==> config.mk <==
export PLATFORM = sky130hd
export DESIGN_NAME = blk_addr_sched
export DESIGN_NICKNAME = d
export VERILOG_FILES = /design/src/rtl/blk_addr_pkg.sv /design/src/rtl/blk_addr_sched_rr_arb.sv /design/src/rtl/blk_addr_sched.sv
export SDC_FILE = /design/constraint.sdc
export NUM_CORES = 1
export LEC_CHECK = 0
export CORE_MARGIN = 5
export CORE_UTILIZATION = 50
export CTS_BUF_LIST = sky130_fd_sc_hd__clkbuf_16
export DETAILED_ROUTE_END_ITERATION = 6
export GPL_ROUTABILITY_DRIVEN = 0
export PLACE_DENSITY = 0.75
export SYNTH_ARGS = -nofsm -noshare
export SYNTH_HDL_FRONTEND = slang
export SYNTH_SLANG_ARGS = --single-unit
==> constraint.sdc <==
create_clock -name clk -period 3.7 [get_ports clk]
set_clock_uncertainty 0.1 [all_clocks]
set_input_delay 0.37 -clock clk [delete_from_list [all_inputs] [get_ports clk]]
set_output_delay 0.37 -clock clk [all_outputs]
set_load 0.01 [all_outputs]
==> src/rtl/blk_addr_pkg.sv <==
// Shared constants for the turbo-block address scheduler: supported m_len
// values with their link-ID base addresses, FSM encoding and default widths.
package blk_addr_pkg;

    localparam int LEN_W_DEF   = 13;
    localparam int ADDRESS_DEF = 16;

    localparam logic [15:0] M_LEN_0 = 16'h0120;
    localparam logic [15:0] M_LEN_1 = 16'h02a0;
    localparam logic [15:0] M_LEN_2 = 16'h0420;
    localparam logic [15:0] M_LEN_3 = 16'h01b0;
    localparam logic [15:0] M_LEN_4 = 16'h0750;

    localparam logic [15:0] BASE_0 = 16'h0000;
    localparam logic [15:0] BASE_1 = 16'h0120;
    localparam logic [15:0] BASE_2 = 16'h03c0;
    localparam logic [15:0] BASE_3 = 16'h07e0;
    localparam logic [15:0] BASE_4 = 16'h0990;

    typedef enum logic [1:0] {
        ST_IDLE = 2'd0,
        ST_LOAD = 2'd1,
        ST_RUN  = 2'd2,
        ST_GAP  = 2'd3
    } sched_state_t;

endpackage

==> src/rtl/blk_addr_sched_rr_arb.sv <==
// Combinational round-robin picker: first active request at or after ptr,
// wrapping modulo NUM_REQ. Returns one-hot grant, its index and a hit flag.
module rr_arb #(
    parameter int NUM_REQ = 2
) (
    input  logic [NUM_REQ-1:0] req,
    input  logic [1:0]         ptr,
    output logic [NUM_REQ-1:0] onehot,
    output logic [1:0]         idx,
    output logic               any
);
    localparam int IW = (NUM_REQ > 1) ? $clog2(NUM_REQ) : 1;

    always_comb begin
        int cand;
        logic [IW-1:0] ci;
        onehot = '0;
        idx    = '0;
        any    = 1'b0;
        cand   = 0;
        ci     = '0;
        for (int off = 0; off < NUM_REQ; off++) begin
            cand = int'(ptr) + off;
            if (cand >= NUM_REQ) cand = cand - NUM_REQ;
            ci = IW'(cand);
            if (!any && req[ci]) begin
                onehot[ci] = 1'b1;
                idx        = 2'(cand);
                any        = 1'b1;
            end
        end
    end

endmodule

==> src/rtl/blk_addr_sched.sv <==
// Turbo-block address sweep scheduler: round-robin grant, m_len decode, one
// contiguous sweep per grant. BLK_ADDR_SCHED_STALL_EN adds addr_rdy backpressure.
module blk_addr_sched
    import blk_addr_pkg::*;
#(
    parameter int NUM_REQ = 2,
    parameter int ADDRESS = ADDRESS_DEF,
    parameter int LEN_W   = LEN_W_DEF,
    parameter int GAP     = 1
) (
    input  logic                     clk,
    input  logic                     rst,
    input  logic [NUM_REQ-1:0]       req,
    input  logic [NUM_REQ*LEN_W-1:0] req_len,
`ifdef BLK_ADDR_SCHED_STALL_EN
    input  logic                     addr_rdy,
`endif
    output logic [NUM_REQ-1:0]       gnt,
    output logic                     err,
    output logic [ADDRESS-1:0]       addr,
    output logic                     addr_vld,
    output logic                     addr_first,
    output logic                     addr_last,
    output logic [1:0]               owner,
    output logic                     busy
);
    // Unsupported grants always spend at least one cycle in GAP so the
    // requester can drop req before arbitration resumes.
    localparam logic [1:0] GAP_LD = (GAP > 1) ? 2'(GAP - 1) : 2'd0;

    sched_state_t state, state_nxt;

    logic [NUM_REQ-1:0] arb_onehot;
    logic [1:0]         arb_idx;
    logic               arb_any;
    logic [1:0]         ptr;
    logic [LEN_W-1:0]   len_q, cnt, sel_len;
    logic [ADDRESS-1:0] base_q, sel_base;
    logic               sel_ok;
    logic [1:0]         gap_cnt;
    logic               at_last, advance;

    rr_arb #(.NUM_REQ(NUM_REQ)) u_rr_arb (
        .req    (req),
        .ptr    (ptr),
        .onehot (arb_onehot),
        .idx    (arb_idx),
        .any    (arb_any)
    );

    always_comb begin
        sel_len = '0;
        for (int i = 0; i < NUM_REQ; i++)
            if (arb_onehot[i]) sel_len = req_len[i*LEN_W +: LEN_W];
    end

    always_comb begin
        sel_ok   = 1'b1;
        sel_base = '0;
        case (sel_len)
            LEN_W'(M_LEN_0): sel_base = ADDRESS'(BASE_0);
            LEN_W'(M_LEN_1): sel_base = ADDRESS'(BASE_1);
            LEN_W'(M_LEN_2): sel_base = ADDRESS'(BASE_2);
            LEN_W'(M_LEN_3): sel_base = ADDRESS'(BASE_3);
            LEN_W'(M_LEN_4): sel_base = ADDRESS'(BASE_4);
            default:         sel_ok   = 1'b0;
        endcase
    end

`ifdef BLK_ADDR_SCHED_STALL_EN
    assign advance = addr_rdy;
`else
    assign advance = 1'b1;
`endif

    assign at_last    = (cnt == len_q - LEN_W'(1));
    assign addr_vld   = (state == ST_RUN);
    assign addr_first = addr_vld && (cnt == '0);
    assign addr_last  = addr_vld && at_last;
    assign busy       = (state != ST_IDLE);

    always_comb begin
        state_nxt = state;
        case (state)
            ST_IDLE: if (arb_any) state_nxt = sel_ok ? ST_LOAD : ST_GAP;
            ST_LOAD: state_nxt = ST_RUN;
            ST_RUN:  if (advance && at_last) state_nxt = (GAP == 0) ? ST_IDLE : ST_GAP;
            ST_GAP:  if (gap_cnt == 2'd0) state_nxt = ST_IDLE;
            default: state_nxt = ST_IDLE;
        endcase
    end

    always_ff @(posedge clk) begin
        if (rst) state <= ST_IDLE;
        else     state <= state_nxt;
    end

    always_ff @(posedge clk) begin
        if (rst) begin
            gnt     <= '0;
            err     <= 1'b0;
            owner   <= '0;
            ptr     <= '0;
            len_q   <= '0;
            base_q  <= '0;
            cnt     <= '0;
            addr    <= '0;
            gap_cnt <= '0;
        end else begin
            gnt <= '0;
            err <= 1'b0;
            case (state)
                ST_IDLE: if (arb_any) begin
                    gnt     <= arb_onehot;
                    err     <= !sel_ok;
                    owner   <= arb_idx;
                    ptr     <= (arb_idx == 2'(NUM_REQ - 1)) ? 2'd0 : arb_idx + 2'd1;
                    len_q   <= sel_len;
                    base_q  <= sel_base;
                    gap_cnt <= GAP_LD;
                end
                ST_LOAD: begin
                    cnt  <= '0;
                    addr <= base_q;
                end
                ST_RUN: if (advance) begin
                    if (at_last) begin
                        gap_cnt <= GAP_LD;
                    end else begin
                        cnt  <= cnt + LEN_W'(1);
                        addr <= addr + ADDRESS'(1);
                    end
                end
                ST_GAP: if (gap_cnt != 2'd0) gap_cnt <= gap_cnt - 2'd1;
                default: ;
            endcase
        end
    end

endmodule

==> run_results.csv, run 1 <==
group,metric,value,unit
global_routing,antenna_found_initial,0,
synthesis,postSynthCellCount,420,
synthesis,synthFlopType,"dfxtp_1",
floorplan,dieArea,8740,sq um
critical_path,endpoint_kind,"primary output",
critical_path,cp_cell_sequence,"inv_1 -> ha_1 -> and2b_1 -> or3_1 -> a31oi_1 -> nand4_1 -> nor4_2 -> clkdlybuf4s50_1",
cells_and_area,areaGrowthSynthToFinish,26.8,%
route,viasPerCell,5.90,
synthesis,yosys-top-cells-area,"dfxtp_1 (34%), a21oi_1 (4.0%), xnor2_1 (4.0%)",
critical_path,worstSetupPathType,"flip-flop to primary output",
min_path,hold_path_class,"flip-flop to flip-flop",
clocking,cts_htree_levels,3,
timing,min_period_over_period,91.0,%
critical_path,required,3.23,ns
clocking,insertion_delay,0.32,ns
clocking,tritoncts,"done",
cells_and_area,fin_area,4420,sq um
timing,slew_viol_final,0,
critical_path,worst_path_largest_cell_delay,0.58,ns
route,wl,8880,um
global_routing,track_usage,21.7,%
clocking,hold_buffers,0,
synthesis,netlist_area,3480,sq um
cells_and_area,fin_nets,511,
timing,slew_headroom,53.4,%
clocking,cts_buffer_depth,2,
synthesis,async_reset_ff_share,0,%
cells_and_area,instances_no_fill,571,
timing,worst_slew_pin_slew,0.697,ns
synthesis,synth-seq-cells,59,
clocking,numCtsBuffers,9,
critical_path,crit_family,"simple AND/OR/NAND/NOR gates",
timing,min_period,3.37,ns
route,drtAntennaViolNets,0,
run,max_cap_viol_count,0,
synthesis,syn_area_per_cell,8.30,sq um
synthesis,yosys.area.top_type_share,33.9,%
timing,grt_setup_unrepaired,"no",
route,drtIter0Drc,173,
global_routing,grt_pass1_wl,15100,um
floorplan,initial_core_util,51.3,%
place,post-place-ws,0.413,ns
floorplan,core-area,6790,sq um
power,peakVddDrop,0.453,mV
synthesis,synth_cell_types,63,
floorplan,die_y,93.5,um
critical_path,cp_data_arrival_time,2.90,ns
clocking,clk_pin_slew,0.05,ns
place,portBuffers,54,
route,num_vias,3368,
timing,setup_violations,0,
cells_and_area,antenna_cells,0,
timing,fmax,297,MHz
global_routing,grt_overflow,0,
clocking,clock_sinks,59,
timing,final_hold_viol_count,0,
power,leakage,1.54,nW
clocking,root_buffer,"clkbuf_16",
floorplan,die_w,93.5,um
synthesis,synth.largest_area_cell,"dfxtp_1",
critical_path,crit_path_start_kind,"flip-flop",
power,p_per_area,678,nW/um^2
route,drc,0,
floorplan,core.rowCount,30,
timing,finalSetupTns,0,ns
global_routing,grt_max_degree,36,
place,dp_cells,555,
place,place_area,4120,sq um
floorplan,io_pins,55,
outcome,outcome,"completed",
timing,fin_hold_ws,0.367,ns
synthesis,synth-warning-count,0,
critical_path,path_buf_inv,2,
synthesis,ys_seq_area_share,33.9,%
critical_path,cp_max_fo,7,
timing,setup_ws,0.332,ns
place,dpl.hpwl,6570,um
route,first_pass_iters,5,
global_routing,grt_pass1_vias,3285,
synthesis,synth_edf_count,0,
route,wl_per_cell,15.6,um
synthesis,postSynthNetCount,459,
cells_and_area,n_fill_cell,549,
critical_path,crit_slowest_cell,"clkdlybuf4s50_1",
cells_and_area,drive_gt1_share,9.68,%
==> cell type report <==
cell class	instances	area (sq um)	share of cell area, %
well taps	96	120	2.72
inverters	22	82.6	1.87
repair buffers	66	631	14.3
clock buffers	9	225	5.10
multi-input cells	314	2130	48.2
clock inverters	5	46.3	1.05
flip-flops and latches	59	1180	26.7
==> worst register-to-register path, stage by stage, from the launching register on <==
cell and delay (ns):
dfxtp_1 0.41, inv_1 0.09, ha_1 0.28, and2b_1 0.18, or3_1 0.35, a31oi_1 0.20, nand4_1 0.18, buf_4 0.20
o41ai_4 0.33, buf_4 0.22, nand2b_1 0.35, o32ai_1 0.14
==> path summary, 6_finish.rpt <==
check        depth (start not counted)        end  slack, ns       from
max                                  8  addr_last       0.33   len_q[0]
min                                  2  base_q[5]       0.37  base_q[5]
max reg2reg                         11    addr[7]       0.53   len_q[0]
min reg2reg                          2  base_q[5]       0.37  base_q[5]
==> synth_stat cells, types with 4 or more instances <==
cell type   n
inv_1      22
a221oi_1    5
nor3b_1     6
a31oi_1     5
o32ai_1     5
o31ai_1     5
nor2_1     27
nand4_1     5
a211o_1     5
nor3_1     22
a21oi_1    28
a22o_1      4
or3_1       9
a211oi_1   11
o21ai_0    13
xnor2_1    16
a32oi_1     7
ha_1        9
and2_1      4
nor4_1      9
clkbuf_1   18
nand3_1    16
and3_1      8
nand2_1    29
or2_2       6
or4_1       9
dfxtp_1    59
nor2b_1     5
==> layout by cell type (no fill, tap or decap), types with 3 or more instances in the layout <==
master and count:
dfxtp_1 59, clkdlybuf4s50_1 54, nand2_1 29, a21oi_1 28
nor2_1 27, inv_1 22, nor3_1 22, nand3_1 16
xnor2_1 16, o21ai_0 13, buf_4 12, a211oi_1 11
or4_1 9, or3_1 9, ha_1 9, clkbuf_16 9
nor4_1 8, and3_1 8, a32oi_1 7, or2_2 6
nor3b_1 6, nor2b_1 5, a31oi_1 5, nand4_1 5
a211o_1 5, o32ai_1 5, a221oi_1 5, o31ai_1 5
and2_1 4, a22o_1 4, xor2_1 3, nand2b_1 3
o32ai_2 3, a32o_1 3, clkinv_1 3
==> kinds of logic (layout without fill, tap and decap cells) <==
family / count (synthesis) / after routing / share of synthesized area [%]
and+or+nand+nor: 171 / 171 / 27.5
AOI/OAI and AO/OA: 114 / 114 / 24.9
DFF: 59 / 59 / 33.9
buffers and inverters: 47 / 102 / 5.46
xor gates and xnor gates: 19 / 19 / 4.78
adders and majority gates: 9 / 9 / 3.23
muxes: 1 / 1 / 0.287
==> registers in the layout, indices dropped and copies added, names as in the netlist, 2 cells and up <==
name     flops
owner        2
gnt          2
base_q       6
len_q       13
cnt         13
ptr          2
state        2
gap_cnt      2
addr        16
==> routing by layer <==
metal,vias to the layer above,GRT usage [%],routed length [um]
met5,-,0,0
met4,0,7.20,105
met3,10,5.95,554
met2,117,35.8,4200
met1,1551,27.1,4020
li1,1690,-,-
==> timing repair <==
action                     in CTS  in global routing
resized for setup               0                  1
setup endpoints to repair       0                  1
setup buffers                   0                  2
==> stage by stage <==
step | total power, mW | util [%]
after floorplan | 1.84 | -
after global placement | 2.17 | 60.7
after detailed placement | 2.21 | 60.7
after CTS | 3.00 | 64.7
after global routing | 3.19 | 65.0
final | 3.00 | 65.0
==> where the power goes <==
group / internal, mW / leakage [nW] / total [mW] / switching, mW
sequential: 0.751 / 0.481 / 0.891 / 0.140
combinational: 0.580 / 0.927 / 1.33 / 0.753
clock: 0.504 / 0.134 / 0.772 / 0.269
No activity file was read; power rests on OpenSTA's default activity.
==> run 2: changes to the inputs <==
--- a/config.mk
+++ b/config.mk
@@ -5,12 +5,13 @@
 export SDC_FILE = /design/constraint.sdc
 export NUM_CORES = 1
 export LEC_CHECK = 0
+export ABC_AREA = 1
+export CAP_MARGIN = 20
 export CORE_MARGIN = 5
 export CORE_UTILIZATION = 50
 export CTS_BUF_LIST = sky130_fd_sc_hd__clkbuf_16
 export DETAILED_ROUTE_END_ITERATION = 6
-export GPL_ROUTABILITY_DRIVEN = 0
-export PLACE_DENSITY = 0.75
+export PLACE_DENSITY = 0.74
 export SYNTH_ARGS = -nofsm -noshare
 export SYNTH_HDL_FRONTEND = slang
 export SYNTH_SLANG_ARGS = --single-unit
==> run 2 against run 1 <==
- utilization down 2.9 points
- flip-flop and latch count unchanged
- critical endpoint unchanged
- hold slack better by 0.016 ns
- critical path type unchanged
- largest power group unchanged
- sequential power grew 11%
- first-iteration DRC count is 21% higher
- sequential share of layout area is 2.0 points lower
- combinational power rose by 29%
- total power is 17% higher
- setup slack improved by 0.27 ns
- die area increased by 11%
- fmax grew 8.7%
- non-clock buffer count decreased by 8
==> run_results.csv, run 2 <==
group,metric,value,unit
place,portBuffers,54,
cells_and_area,n_fill_cell,739,
critical_path,cp_data_arrival_time,2.63,ns
synthesis,yosys.area.top_type_share,30.0,%
timing,setup_ws,0.602,ns
timing,min_period,3.10,ns
global_routing,grt_overflow,0,
critical_path,worstSetupPathType,"flip-flop to primary output",
cells_and_area,largest_register_ffs,16,
critical_path,r2r_start,"len_q[0]",
floorplan,initial_core_util,51.2,%
route,drtAntennaViolNets,0,
min_path,hold_path_class,"flip-flop to flip-flop",
cells_and_area,fin_area,4770,sq um
synthesis,synthFlopType,"dfxtp_1",
power,peakVddDrop,0.553,mV
place,place_area,4490,sq um
critical_path,crit_slowest_cell,"clkdlybuf4s50_1",
timing,worst_slew_pin_slew,0.922,ns
synthesis,yosysMostFrequentCell,"nand2_1",
clocking,root_buffer,"clkbuf_16",
synthesis,postSynthCellCount,627,
synthesis,synth-seq-cells,59,
cells_and_area,drive_gt1_share,5.78,%
synthesis,postSynthNetCount,666,
route,wl,10100,um
global_routing,grt_pass1_vias,3898,
power,comb_power_share,49.3,%
route,first_pass_iters,4,
power,p_per_area,733,nW/um^2
global_routing,antenna_found_initial,0,
cells_and_area,layout_commonest_cell,"nand2_1",
critical_path,path_buf_inv,3,
cells_and_area,fin_nets,709,
critical_path,endpoint_kind,"primary output",
route,viasPerCell,5.34,
floorplan,io_pins,55,
place,place_congestion,0.981,
critical_path,cp-startpoint,"len_q[0]",
power,pwr-share-seq,28.2,%
route,wl_per_cell,13.0,um
synthesis,async_reset_ff_share,0,%
timing,min_period_over_period,83.7,%
critical_path,path_common_cell,"nand2_1",
timing,final_hold_viol_count,0,
synthesis,ys_seq_area_share,30.0,%
critical_path,cp_max_fo,6,
timing,finalSetupTns,0,ns
synthesis,synth-warning-count,0,
run,max_cap_viol_count,0,
synthesis,synth.largest_area_cell,"dfxtp_1",
power,clkPwrFrac,22.5,%
global_routing,grt_max_degree,35,
power,leakage,2.08,nW
global_routing,track_usage,20.5,%
global_routing,grt_pass1_wl,17100,um
floorplan,die_y,98.7,um
clocking,clk_pin_slew,0.05,ns
cells_and_area,top_register,"addr",
synthesis,yosys-top-cells-area,"dfxtp_1 (30%), nand2_1 (14%), nand3_1 (9.8%)",
timing,setup_violations,0,
cells_and_area,areaGrowthSynthToFinish,21.4,%
timing,slew_viol_final,0,
critical_path,crit_family,"simple AND/OR/NAND/NOR gates",
floorplan,die_w,98.7,um
clocking,post_cts_buffers,0,
clocking,insertion_delay,0.31,ns
critical_path,crit_path_start_kind,"flip-flop",
floorplan,dieArea,9740,sq um
place,dpl.hpwl,7590,um
floorplan,core.rowCount,32,
clocking,clock_sinks,59,
min_path,worstHoldStart,"base_q[10]",
synthesis,synth_cell_types,35,
power,p_switching,1.54,mW
clocking,tritoncts,"done",
cells_and_area,reg_top3,"addr (16), cnt (13), len_q (13)",
critical_path,cp_cell_sequence,"inv_1 -> ha_1 -> inv_1 -> nand2_1 -> nand3_1 -> nand2_1 -> nor3b_1 -> nand2_1 -> nor3_1 -> nand3b_1 -> nor3_1 -> clkdlybuf4s50_1",
timing,fin_hold_ws,0.382,ns
synthesis,synth_edf_count,0,
synthesis,netlist_area,3930,sq um
outcome,outcome,"completed",
route,drc,0,
cells_and_area,antenna_cells,0,
clocking,numCtsBuffers,9,
critical_path,worst_path_largest_cell_delay,0.56,ns
clocking,hold_buffers,0,
timing,fmax,323,MHz
clocking,post_cts_resized,0,
power,p_sw_share,44.1,%
route,wl_met2,4980,um
power,internal_power,1.96,mW
place,post-place-ws,0.778,ns
route,highest_layer,"met4",
route,dr_wl_met3,366,um
synthesis,synthTopCellsByCount,"nand2_1 (151), nor2_1 (82), nand3_1 (77), inv_1 (69), dfxtp_1 (59)",
synthesis,syn_area_per_cell,6.27,sq um
route,routedLengthMet1,4540,um
route,drtIter0Drc,210,
floorplan,core-area,7690,sq um
cells_and_area,mostFrequentLayoutCells,"nand2_1 (151), nor2_1 (82), nand3_1 (77)",
timing,grt_setup_unrepaired,"no",
route,num_vias,4150,
critical_path,required,3.23,ns
clocking,cts_htree_levels,3,
clocking,cts_buffer_depth,2,
timing,slew_headroom,38.5,%
-- run 2: cell count changes in the layout (fill, tap and decap cells not counted), sizes merged, moves of 12 or more --
| cell | change |
|---|---|
| a21oi | +12 |
| nand2 | +126 |
| inv | +50 |
| nor2 | +64 |
| nor3 | -14 |
| nand3 | +62 |
| xnor2 | -12 |
| o21ai | +14 |
| xor2 | +17 |
-- run 2: worst paths after layout --
kind,endpoint,slack [ns],depth (start not counted)
max,addr_last,0.60,12
min reg2reg,base_q[10],0.38,2
max reg2reg,addr[4],1.12,13
min,base_q[10],0.38,2
-- run 2: power groups by stage --
stage	sequential [mW]	clock (mW)	combinational (mW)
floorplan	0.978	0	1.27
global placement	0.989	0	1.67
detailed placement	0.995	0	1.71
CTS	0.984	0.799	1.73
global route	1.01	0.828	1.95
finish	0.986	0.789	1.72
-- run 2: through the flow --
step / util, % / power (mW) / std cells
2_1_floorplan: - / 2.25 / 627
3_3_place_gp: 58.4 / 2.66 / 761
3_5_place_dp: 58.4 / 2.70 / 761
4_1_cts: 62.1 / 3.51 / 777
5_1_grt: 62.1 / 3.79 / 777
6_report: 62.1 / 3.50 / 777
-- run 2: layer usage --
layer	vias to the layer above	track usage (%)
li1	2120	-
met1	1924	25.2
met2	85	36.3
met3	21	2.97
met4	0	7.14
met5	-	0
-- run 2: cells by family after synthesis --
kind of cell,after synthesis,share of synthesized area (%)
AND/OR/NAND/NOR,358,40.3
buffers and inverters,97,10.4
AO/OA/AOI/OAI,78,10.6
flip-flops,59,30.0
XOR/XNOR,24,5.35
adder cells (fa/ha/maj),9,2.86
multiplexers,2,0.509
-- run 2: layout make-up --
cell class                      instances  area [sq um]  area share, %
Clock buffer                            9           225           4.72
Clock inverter                          7          60.1           1.26
Inverter                               71           267           5.58
Multi-Input combinational cell        471          2340           49.1
Sequential cell                        59          1180           24.7
Tap cell                              102           128           2.67
Timing Repair Buffer                   58           571           11.9
-- run 2: worst reg2reg max path, delay by kind of cell (launching register included) --
kind | cells | cell delay, ns
buf+inv | 1 | 0.10
simple gates | 10 | 1.41
fa+ha+maj | 1 | 0.28
flops | 1 | 0.33
compound gates | 1 | 0.26
